## config.mk

```make
export PLATFORM = sky130hd
export DESIGN_NAME = muldiv_unit
export DESIGN_NICKNAME = d
export VERILOG_FILES = /design/src/rtl/muldiv_pkg.sv /design/src/rtl/muldiv_unit.sv
export SDC_FILE = /design/constraint.sdc
export NUM_CORES = 1
export LEC_CHECK = 0
export ABC_AREA = 1
export BUFFER_PORTS_ARGS = -buffer_cell sky130_fd_sc_hd__buf_2
export CAP_MARGIN = 10
export CORE_MARGIN = 1
export CORE_UTILIZATION = 45
export CTS_BUF_LIST = sky130_fd_sc_hd__clkbuf_4
export CTS_CLUSTER_DIAMETER = 150
export CTS_CLUSTER_SIZE = 28
export DETAILED_ROUTE_END_ITERATION = 12
export PLACE_DENSITY_LB_ADDON = 0.3
export SKIP_LAST_GASP = 1
export SLEW_MARGIN = 10
export SYNTH_ARGS = -nofsm -noshare
export SYNTH_HDL_FRONTEND = slang
export SYNTH_SLANG_ARGS = --single-unit
```

## constraint.sdc

```tcl
create_clock -name clk -period 6.8 [get_ports clk]
set_input_delay 0.34 -clock clk [delete_from_list [all_inputs] [get_ports clk]]
set_output_delay 0.34 -clock clk [all_outputs]
set_load 0.01 [all_outputs]
```

## src/rtl/muldiv_pkg.sv

```systemverilog
// Shared definitions for the multi-cycle multiply/divide unit.
// Holds op encodings, the FSM state type and the iteration count.
// Imported by muldiv_unit.
package muldiv_pkg;

  localparam int MD_WIDTH = 32;
  // One shift-add / shift-subtract step per operand bit.
  localparam int MD_ITERS = MD_WIDTH;

  typedef enum logic [1:0] {
    OP_MULT  = 2'b00,
    OP_MULTU = 2'b01,
    OP_DIV   = 2'b10,
    OP_DIVU  = 2'b11
  } md_op_e;

  typedef enum logic [1:0] {
    IDLE = 2'd0,
    CALC = 2'd1,
    FIX  = 2'd2
  } md_state_e;

endpackage

```

## src/rtl/muldiv_unit.sv

```systemverilog
// Purpose: MIPS MULT/MULTU/DIV/DIVU engine owning the HI/LO registers.
// Latency: start -> done is WIDTH+1 cycles for every op, including divide by zero.
// Backpressure: none; start is ignored while busy, MTHI/MTLO ignored while busy.
// Ports: clk, rst_n (async active-low); start/op/A/B request (sampled in IDLE);
//        hi_we/lo_we/wdata MTHI/MTLO writes; busy, done (1-cycle pulse), hi, lo
//        all registered.
module muldiv_unit
  import muldiv_pkg::*;
#(
  parameter int WIDTH = MD_ITERS
) (
  input  logic             clk,
  input  logic             rst_n,
  input  logic             start,
  input  logic [1:0]       op,
  input  logic [WIDTH-1:0] A,
  input  logic [WIDTH-1:0] B,
  input  logic             hi_we,
  input  logic             lo_we,
  input  logic [WIDTH-1:0] wdata,
  output logic             busy,
  output logic             done,
  output logic [WIDTH-1:0] hi,
  output logic [WIDTH-1:0] lo
);

  localparam int CW = $clog2(WIDTH + 1);

  md_state_e          state_q, state_d;
  logic [2*WIDTH-1:0] acc_q;     // {partial hi/remainder, multiplier/quotient bits}
  logic [WIDTH-1:0]   opd_q;     // multiplicand or divisor magnitude
  logic [CW-1:0]      cnt_q;
  logic               is_div_q;
  logic               neg_q_q;   // negate product (mult) or quotient (div)
  logic               neg_r_q;   // negate remainder (DIV with negative dividend)
  logic               dbz_q;     // divide by zero
  logic               busy_q, done_q;
  logic [WIDTH-1:0]   hi_q, lo_q;

  // Operand conditioning at start
  logic             op_signed, op_div, a_neg, b_neg;
  logic [WIDTH-1:0] a_mag, b_mag;

  always_comb begin
    op_signed = (op == OP_MULT) || (op == OP_DIV);
    op_div    = (op == OP_DIV) || (op == OP_DIVU);
    a_neg     = op_signed & A[WIDTH-1];
    b_neg     = op_signed & B[WIDTH-1];
    a_mag     = a_neg ? (WIDTH'(0) - A) : A;
    b_mag     = b_neg ? (WIDTH'(0) - B) : B;
  end

  // Shared (WIDTH+1)-bit adder/subtractor. The extra top bit of the sum is the
  // carry-out, which for a subtract means "no borrow" (trial remainder >= divisor).
  logic [WIDTH:0]     add_a, add_b;
  logic [WIDTH+1:0]   sum;
  logic [2*WIDTH-1:0] acc_next;

  always_comb begin
    add_a = '0;
    add_b = '0;
    if (is_div_q) begin
      add_a = acc_q[2*WIDTH-1:WIDTH-1];           // remainder shifted left by one
      add_b = {1'b0, opd_q};
    end else begin
      add_a = {1'b0, acc_q[2*WIDTH-1:WIDTH]};
      add_b = acc_q[0] ? {1'b0, opd_q} : '0;
    end
    sum = {1'b0, add_a} + {1'b0, (is_div_q ? ~add_b : add_b)} + (WIDTH+2)'(is_div_q);

    if (is_div_q) begin
      if (sum[WIDTH+1])
        acc_next = {sum[WIDTH-1:0], acc_q[WIDTH-2:0], 1'b1};
      else
        acc_next = {acc_q[2*WIDTH-2:0], 1'b0};
    end else begin
      acc_next = {sum[WIDTH:0], acc_q[WIDTH-1:1]};
    end
  end

  // Sign correction for commit
  logic [2*WIDTH-1:0] prod_fix;
  logic [WIDTH-1:0]   quo_fix, rem_fix, hi_commit, lo_commit;

  always_comb begin
    prod_fix = neg_q_q ? ((2*WIDTH)'(0) - acc_q) : acc_q;
    quo_fix  = neg_q_q ? (WIDTH'(0) - acc_q[WIDTH-1:0]) : acc_q[WIDTH-1:0];
    rem_fix  = neg_r_q ? (WIDTH'(0) - acc_q[2*WIDTH-1:WIDTH]) : acc_q[2*WIDTH-1:WIDTH];
    if (is_div_q) begin
      // With a zero divisor every trial subtract succeeds, so the remainder
      // is |A|; re-applying the dividend sign restores A exactly. Only the
      // quotient needs forcing to all ones.
      hi_commit = rem_fix;
      lo_commit = dbz_q ? '1 : quo_fix;
    end else begin
      hi_commit = prod_fix[2*WIDTH-1:WIDTH];
      lo_commit = prod_fix[WIDTH-1:0];
    end
  end

  // FSM
  always_ff @(posedge clk or negedge rst_n) begin
    if (!rst_n) state_q <= IDLE;
    else        state_q <= state_d;
  end

  always_comb begin
    state_d = state_q;
    case (state_q)
      IDLE:    if (start) state_d = CALC;
      CALC:    if (cnt_q == CW'(1)) state_d = FIX;  // counter hits 0 on this edge
      FIX:     state_d = IDLE;
      default: state_d = IDLE;
    endcase
  end

  // Datapath and architectural registers
  always_ff @(posedge clk or negedge rst_n) begin
    if (!rst_n) begin
      acc_q    <= '0;
      opd_q    <= '0;
      cnt_q    <= '0;
      is_div_q <= 1'b0;
      neg_q_q  <= 1'b0;
      neg_r_q  <= 1'b0;
      dbz_q    <= 1'b0;
      busy_q   <= 1'b0;
      done_q   <= 1'b0;
      hi_q     <= '0;
      lo_q     <= '0;
    end else begin
      done_q <= 1'b0;
      case (state_q)
        IDLE: begin
          if (hi_we) hi_q <= wdata;
          if (lo_we) lo_q <= wdata;
          if (start) begin
            busy_q   <= 1'b1;
            cnt_q    <= CW'(WIDTH);
            is_div_q <= op_div;
            dbz_q    <= op_div && (B == '0);
            neg_q_q  <= a_neg ^ b_neg;
            neg_r_q  <= op_div & a_neg;
            opd_q    <= op_div ? b_mag : a_mag;
            acc_q    <= {{WIDTH{1'b0}}, (op_div ? a_mag : b_mag)};
          end
        end
        CALC: begin
          acc_q <= acc_next;
          cnt_q <= cnt_q - CW'(1);
        end
        FIX: begin
          hi_q   <= hi_commit;
          lo_q   <= lo_commit;
          done_q <= 1'b1;
          busy_q <= 1'b0;
        end
        default: busy_q <= 1'b0;
      endcase
    end
  end

  assign busy = busy_q;
  assign done = done_q;
  assign hi   = hi_q;
  assign lo   = lo_q;

endmodule
```

Word level (Yosys, flattened, before mapping)
Cells that the tools add are included.

storage, ports and cells
  input port bits = 103
  bits in read-only memories = 0
  register bits after elaboration = 174
  word-level logic and storage cells = 79
  output and inout port bits = 66
  bits in writable memories = 0
  bits in latches = 0
  memories kept = 0

operators by class
  shifts and indexed selects = 0
  order comparisons = 0
  mux-type cells = 30
  equality and inequality tests = 9
  reductions and logical operators = 14
  multiply operators = 0
  div/mod/pow operators = 0
  add/sub/neg operators = 8
  bitwise logic cells = 6

operators by type and width
  cell                                                                  count
  32-bit 2-to-1 mux                                                     13
  64-bit 2-to-1 mux                                                     4
  32-bit case mux with 2 select lines                                   2
  64-bit case mux with 2 select lines                                   1
  1-bit by 32-bit subtractor with 32-bit output (first input constant)  4
  33-bit 2-to-1 mux                                                     2
  1-bit by 64-bit subtractor with 64-bit output (first input constant)  1
  33-bit by 33-bit adder with 34-bit output                             1
  34-bit by 1-bit adder with 34-bit output                              1
  33-bit NOT                                                            1
  32-bit zero test                                                      1
  6-bit case mux with 2 select lines                                    1
  2-bit AND reduction                                                   6
  2-bit inequality test (second input constant)                         4
  2-bit == test (second input constant)                                 3
  6-bit by 1-bit == test with 1-bit output (second input constant)      1
  6-bit 2-to-1 mux                                                      1
  6-bit by 1-bit subtractor with 6-bit output (second input constant)   1
  2-bit zero test                                                       2
  2-bit 2-to-1 mux                                                      2
  2-bit case mux with 2 select lines                                    1
  2-bit nonzero test                                                    2
  1-bit bitwise AND                                                     3
  2-bit by 1-bit == test with 1-bit output (second input constant)      1
  6 further kinds                                                       8

Logic depth before layout (Yosys ltp)
  depth after elaboration = 9
  mapped depth = 23
  depth with buffers taken out = 21

Least setup slack after synthesis
OpenSTA, ideal clock, no wires.

  path kind = register to register
  start = register is_div_q
  end = register acc_q[33]
  setup time = 0.117 ns
  required time = 6.683 ns
  arrival time = 2.896 ns
  slack = 3.788 ns
  period minus slack after synthesis = 3.012 ns
  stages on the path, launching flop included = 19
  buffers on the path = 5
  path through = dfrtp_1 -> buf_6 -> inv_4 -> clkbuf_1 -> clkbuf_1 -> buf_2 -> a21oi_1 -> ha_1 -> a21oi_1 -> o21ai_1 -> a21oi_2 -> nand2_1 -> nand2_1 -> nand3_4 -> buf_6 -> a21oi_1 -> o21ai_0 -> nand2_1 -> nand2_1

on the way
  cells in the longest elaborated chain, start to end = 8
  elaborated cells on any way between the ends = 9
  classes of those cells = add/sub: 2; mux: 6; bitwise: 1

RTL lines
  item                                       RTL line            RTL
  start: declaration                         muldiv_unit.sv:33   logic is_div_q;
  start signal: assignment                   muldiv_unit.sv:140  is_div_q <= op_div;
  32-bit 2-to-1 mux                          muldiv_unit.sv:62   if (is_div_q) begin
  33-bit NOT                                 muldiv_unit.sv:69   sum = {1'b0, add_a} + {1'b0, (is_div_q ? ~add_b : add_b)} + (WIDTH+2)'(is_div_q);
  33-bit 2-to-1 mux                          muldiv_unit.sv:69
  33-bit by 33-bit adder with 34-bit output  muldiv_unit.sv:69
  34-bit by 1-bit adder with 34-bit output   muldiv_unit.sv:69
  64-bit 2-to-1 mux                          muldiv_unit.sv:72   if (sum[WIDTH+1])
  64-bit 2-to-1 mux (*)                      muldiv_unit.sv:71   if (is_div_q) begin
  64-bit case mux with 2 select lines (*)    muldiv_unit.sv:133  case (state_q)
  end signal: assignment                     muldiv_unit.sv:145  acc_q <= {{WIDTH{1'b0}}, (op_div ? a_mag : b_mag)};
  end signal: assignment                     muldiv_unit.sv:149  acc_q <= acc_next;
  end: declaration                           muldiv_unit.sv:30   logic [2*WIDTH-1:0] acc_q;

Every way passes the cells marked *; elsewhere a longest branch is shown, timed or not.
A chain may end at the register's enable or synchronous reset.

Final worst setup path
  start = register is_div_q
  end = register acc_q[56]

Same word-level chain as after synthesis.

==> results <==
- The run finished with clean final reports.
- The routed via count is 19600.
- The dominant register cell in the synthesized netlist is sky130_fd_sc_hd__dfrtp_1.
- Clock tree synthesis found a total of 174 sinks.
- The count of yosys warnings during synthesis is 0.
- The CTS tree is yes.
- The number of placement rows is 70.
- From synthesis to final layout, the design area changed by 8.774%.
- For the pin with the worst max-slew slack, the measured transition is 1.213 ns.
- For this run, the top clock speed supported by timing is 215.1 MHz.
- The via count of the first global-routing pass is 17540.
- After the flow finishes, the layout carries non-filler instances totaling 3365.
- The setup path with the least slack is of type reg -> reg.
- The area of the multi-input gates is 10840 µm².
- The longest clock path from root to sink contains 2 buffers.
- The pin count of the biggest net entering global routing is 82.
- The first-pass GRT wire length is 103100 µm.
- The synthesized netlist devotes 38.61% of its cell area to simple gates.
- The average cell area after synthesis is 5.995 µm².
- For this run, the post-layout net count is 3024.
- The critical path goes through inv_4, nand2_1, a21oi_1, ha_1, a21oi_1, o21ai_1, a21oi_2, nand2_1, nand2_1, nand3_4, inv_4, o21ai_0, nand2_1, nand3_1, nand2_1.
- The final number of hold-violating endpoints is 0.
- In this run the most critical hold path is launched from B[8].
- The first-iteration detailed-routing DRC count is 2577.
- STA classifies the critical path startpoint as a flip-flop.
- For the finished layout, the period the worst path requires is 4.649 ns.
- The floorplan die width is 194.8 µm.
- The share of post-route cells with drive strength above 1 is 11.02%.
- After clock tree synthesis, the clock-pin slew on the worst setup and hold paths is 0.23 ns.
- The period utilization is 68.37%.
- In this run, synthesis inferred 0 flip-flops with an integrated enable.
- The count of maximum capacitance violations is 0.
- The family with the most delay on the worst path is simple AND/OR/NAND/NOR gates.
- The total overflow reported by the global router is 0.
- Counting stages on the worst path, the most repeated cell is sky130_fd_sc_hd__nand2_1.
- The count of nets left with antenna violations once routing finished came out at 0.
- The synthesized netlist devotes 19.25% of its cell area to compound gates.
- The later pin in the worst-skew pair is clocked with a latency of 0.65 ns.
- Clock tree synthesis inserted a total of 17 buffers.
- In this run the tightest slew margin relative to its limit is 18.92%.
- The data arrival time of the worst path is 5.23 ns.
- The proportion of synthesized chip area in sequential cells is 26.03%.
- The setup skew after layout is 0.06864 ns.
- The main combinational cell family by area after synthesis is simple AND/OR/NAND/NOR gates.
- Setup repair after global routing left no endpoint under its margin.
- Yosys instantiated no cell more often than sky130_fd_sc_hd__nand2_1.
- The most critical setup path has its startpoint at is_div_q.
- The leakage power figure is 9.081 nW.
- The post-placement cell count is 3324.
- The delay of the slowest cell on the worst path is 0.79 ns.
- Of all nets on the critical path, the largest fanout is 53.
- The wire-length estimate of the detail-placed layout is 53850 µm.
- The synthesized design contains 174 register bits.
- The net count after synthesis is 2931.
- In this run the critical register-to-register path is launched from is_div_q.
- The root cell of the clock tree is sky130_fd_sc_hd__clkbuf_4.
- After detailed routing, the number of vias per cell comes to 5.823.
- After synthesis, the largest area contributor takes up 26.03% of total cell area.
- The worst-path cell with the longest stage delay is sky130_fd_sc_hd__nand2_1.
- Post-CTS repair changed the size of 0 cells.
- The share of synthesized registers carrying an async set or reset is 100.0%.
- The final-report max-slew violation count is 0.
- The number of top-level design ports is 169.
- The initial antenna violation count is 1.
- Global routing used 35.49% of the available tracks across all layers.
- In the routed design, unresolved DRC markers number 0.
- The post-CTS setup-driven buffer insertion count is 0.
- The H-tree depth is 4.
- The sum of negative setup slack is 0 ns.
- The overall die height is 194.8 µm.
- The storage element area is 4358 µm².
- The gate count of the mapped netlist is 2790.
- The wire length reported by the detailed router is 68210 µm.
- The post-synthesis adder-cell area fraction is 2.887%.
- The final-layout fill cell count is 3884.
- The worst voltage drop across the vdd grid is 0.06905 mV.
- The synthesized netlist occupies a cell area of 16730 µm².
- The port buffer count is 168.
- The critical path contains buffers and inverters numbering 2 combined.
- The die area is 37950 µm².
- The floorplan step defined a core boundary enclosing 36610 µm².
- Of all cell types, the one taking the most synthesized area is sky130_fd_sc_hd__dfrtp_1.
- For this configuration, the core starts out at a cell density of 45.69%.
- The congestion estimate from routability-driven global placement came to 1.019.
- The count of unique library cells instantiated by Yosys is 55.
- Multiplexer cells account for 0.05984% of the synthesized area.
- The hold buffer count at CTS is 7.
- Before antenna repair, the detailed router went through 6 iterations.
- The per-cell routed wire length is 20.27 µm.
- The type of the most critical hold path is in -> reg.
- The total of endpoints with negative setup slack in the final report is 0.
- The required time of the worst setup path is 7.38 ns.
- The power density over the cells is 106.8 nW/µm².
- In the post-synthesis netlist, the biggest area contributors are sky130_fd_sc_hd__dfrtp_1, sky130_fd_sc_hd__nand2_1, sky130_fd_sc_hd__nor2_1, sky130_fd_sc_hd__nand3_1, sky130_fd_sc_hd__a21oi_1.
- The post-synthesis xor/xnor area fraction is 3.822%.
- By count the netlist is led by sky130_fd_sc_hd__nand2_1, sky130_fd_sc_hd__nor2_1, sky130_fd_sc_hd__inv_1, sky130_fd_sc_hd__nand3_1, sky130_fd_sc_hd__a21oi_1.
- The capturing element type of the critical path is a flip-flop.
cells in the final DEF, fill, tap and decap left out, types with 13 or more instances in the layout:
cell type / Yosys / layout
sky130_fd_sc_hd__nor3_1: 20 / 20
sky130_fd_sc_hd__a31oi_1: 24 / 24
sky130_fd_sc_hd__nand4_1: 33 / 33
sky130_fd_sc_hd__buf_4: 1 / 16
sky130_fd_sc_hd__a21oi_1: 233 / 233
sky130_fd_sc_hd__dfrtp_1: 174 / 173
sky130_fd_sc_hd__xnor2_1: 13 / 13
sky130_fd_sc_hd__buf_2: 33 / 167
sky130_fd_sc_hd__o211ai_1: 35 / 35
sky130_fd_sc_hd__nand3_1: 247 / 247
sky130_fd_sc_hd__nor2_1: 406 / 405
sky130_fd_sc_hd__o21ai_0: 178 / 178
sky130_fd_sc_hd__nor2_2: 26 / 24
sky130_fd_sc_hd__inv_1: 251 / 251
sky130_fd_sc_hd__nand2_1: 765 / 765
sky130_fd_sc_hd__clkbuf_4: 0 / 17
sky130_fd_sc_hd__o21ai_1: 38 / 36
sky130_fd_sc_hd__ha_1: 37 / 37
sky130_fd_sc_hd__xor2_1: 60 / 60
sky130_fd_sc_hd__inv_2: 17 / 17
sky130_fd_sc_hd__nand2_2: 16 / 16
worst paths after layout:
check                            end  slack [ns]  cells past startpoint
hold reg to reg             cnt_q[5]        0.51                      1
setup / recovery           acc_q[56]        2.15                     15
min in group asynchronous  acc_q[61]        0.18                      2
hold / removal              opd_q[8]        0.03                      4
setup reg to reg           acc_q[56]        2.15                     15
max in group asynchronous   is_div_q        5.33                      3
state kept, by name, summed over array words and instances, names as in the netlist, 2 cells and up:
register  cells
cnt_q         6
opd_q        32
state_q       2
hi           32
lo           32
acc_q        64
layer usage:
| layer | vias to the layer above | track usage (%) | wire, µm |
|---|---|---|---|
| li1 | 9340 | - | - |
| met1 | 9070 | 51.29 | 30120 |
| met2 | 1066 | 53.38 | 29120 |
| met3 | 119 | 4.147 | 6043 |
| met4 | 0 | 14.76 | 2928 |
| met5 | - | 0 | 0 |
where the power goes:
group / switching, mW / internal, mW / leakage [nW]
Sequential: 0 / 1.04 / 2.22
Clock: 0.498 / 0.185 / 0.170
Combinational: 0.160 / 0.0652 / 6.69
Total: 0.658 / 1.29 / 9.08
worst reg2reg max path, stage by stage, from the launching register on:
cell and delay, ns:
sky130_fd_sc_hd__dfrtp_4 0.72, sky130_fd_sc_hd__inv_4 0.34, sky130_fd_sc_hd__nand2_1 0.81, sky130_fd_sc_hd__a21oi_1 0.44, sky130_fd_sc_hd__ha_1 0.34, sky130_fd_sc_hd__a21oi_1 0.21
sky130_fd_sc_hd__o21ai_1 0.12, sky130_fd_sc_hd__a21oi_2 0.19, sky130_fd_sc_hd__nand2_1 0.08, sky130_fd_sc_hd__nand2_1 0.12, sky130_fd_sc_hd__nand3_4 0.48, sky130_fd_sc_hd__inv_4 0.39
sky130_fd_sc_hd__o21ai_0 0.13, sky130_fd_sc_hd__nand2_1 0.10, sky130_fd_sc_hd__nand3_1 0.07, sky130_fd_sc_hd__nand2_1 0.09
metrics by stage:
step	hold WS (ns)	cell area [µm²]	util, %	setup WS, ns	power [mW]
after global placement	0.2893	17770	48.53	2.279	1.271
final	0.03432	18200	49.70	2.151	1.944
after detailed placement	0.2938	17770	48.53	2.265	1.272
after global routing	0.006635	18200	49.70	1.745	2.009
after CTS	0.004519	18160	49.62	2.211	1.941
after floorplan	0.04441	16730	-	3.788	1.159
cell type report:
type	count	area share, %
Multi-Input combinational cell	2227	59.55
Timing Repair Buffer	192	5.852
Clock buffer	17	0.7014
Antenna cell	1	0.01375
Clock inverter	15	1.093
Inverter	271	5.618
Sequential cell	174	23.95
Tap cell	468	3.218
kinds of logic (layout without fill, tap and decap cells):
logic type      Yosys count  after routing
xor+xnor                 73             73
other cells               0              1
mux                       1              1
fa+ha+maj                38             38
flops                   174            174
buf+inv                 389            495
compound gates          572            572
simple gates           1543           1543
Note: power is estimated with default switching activity, not from simulation.
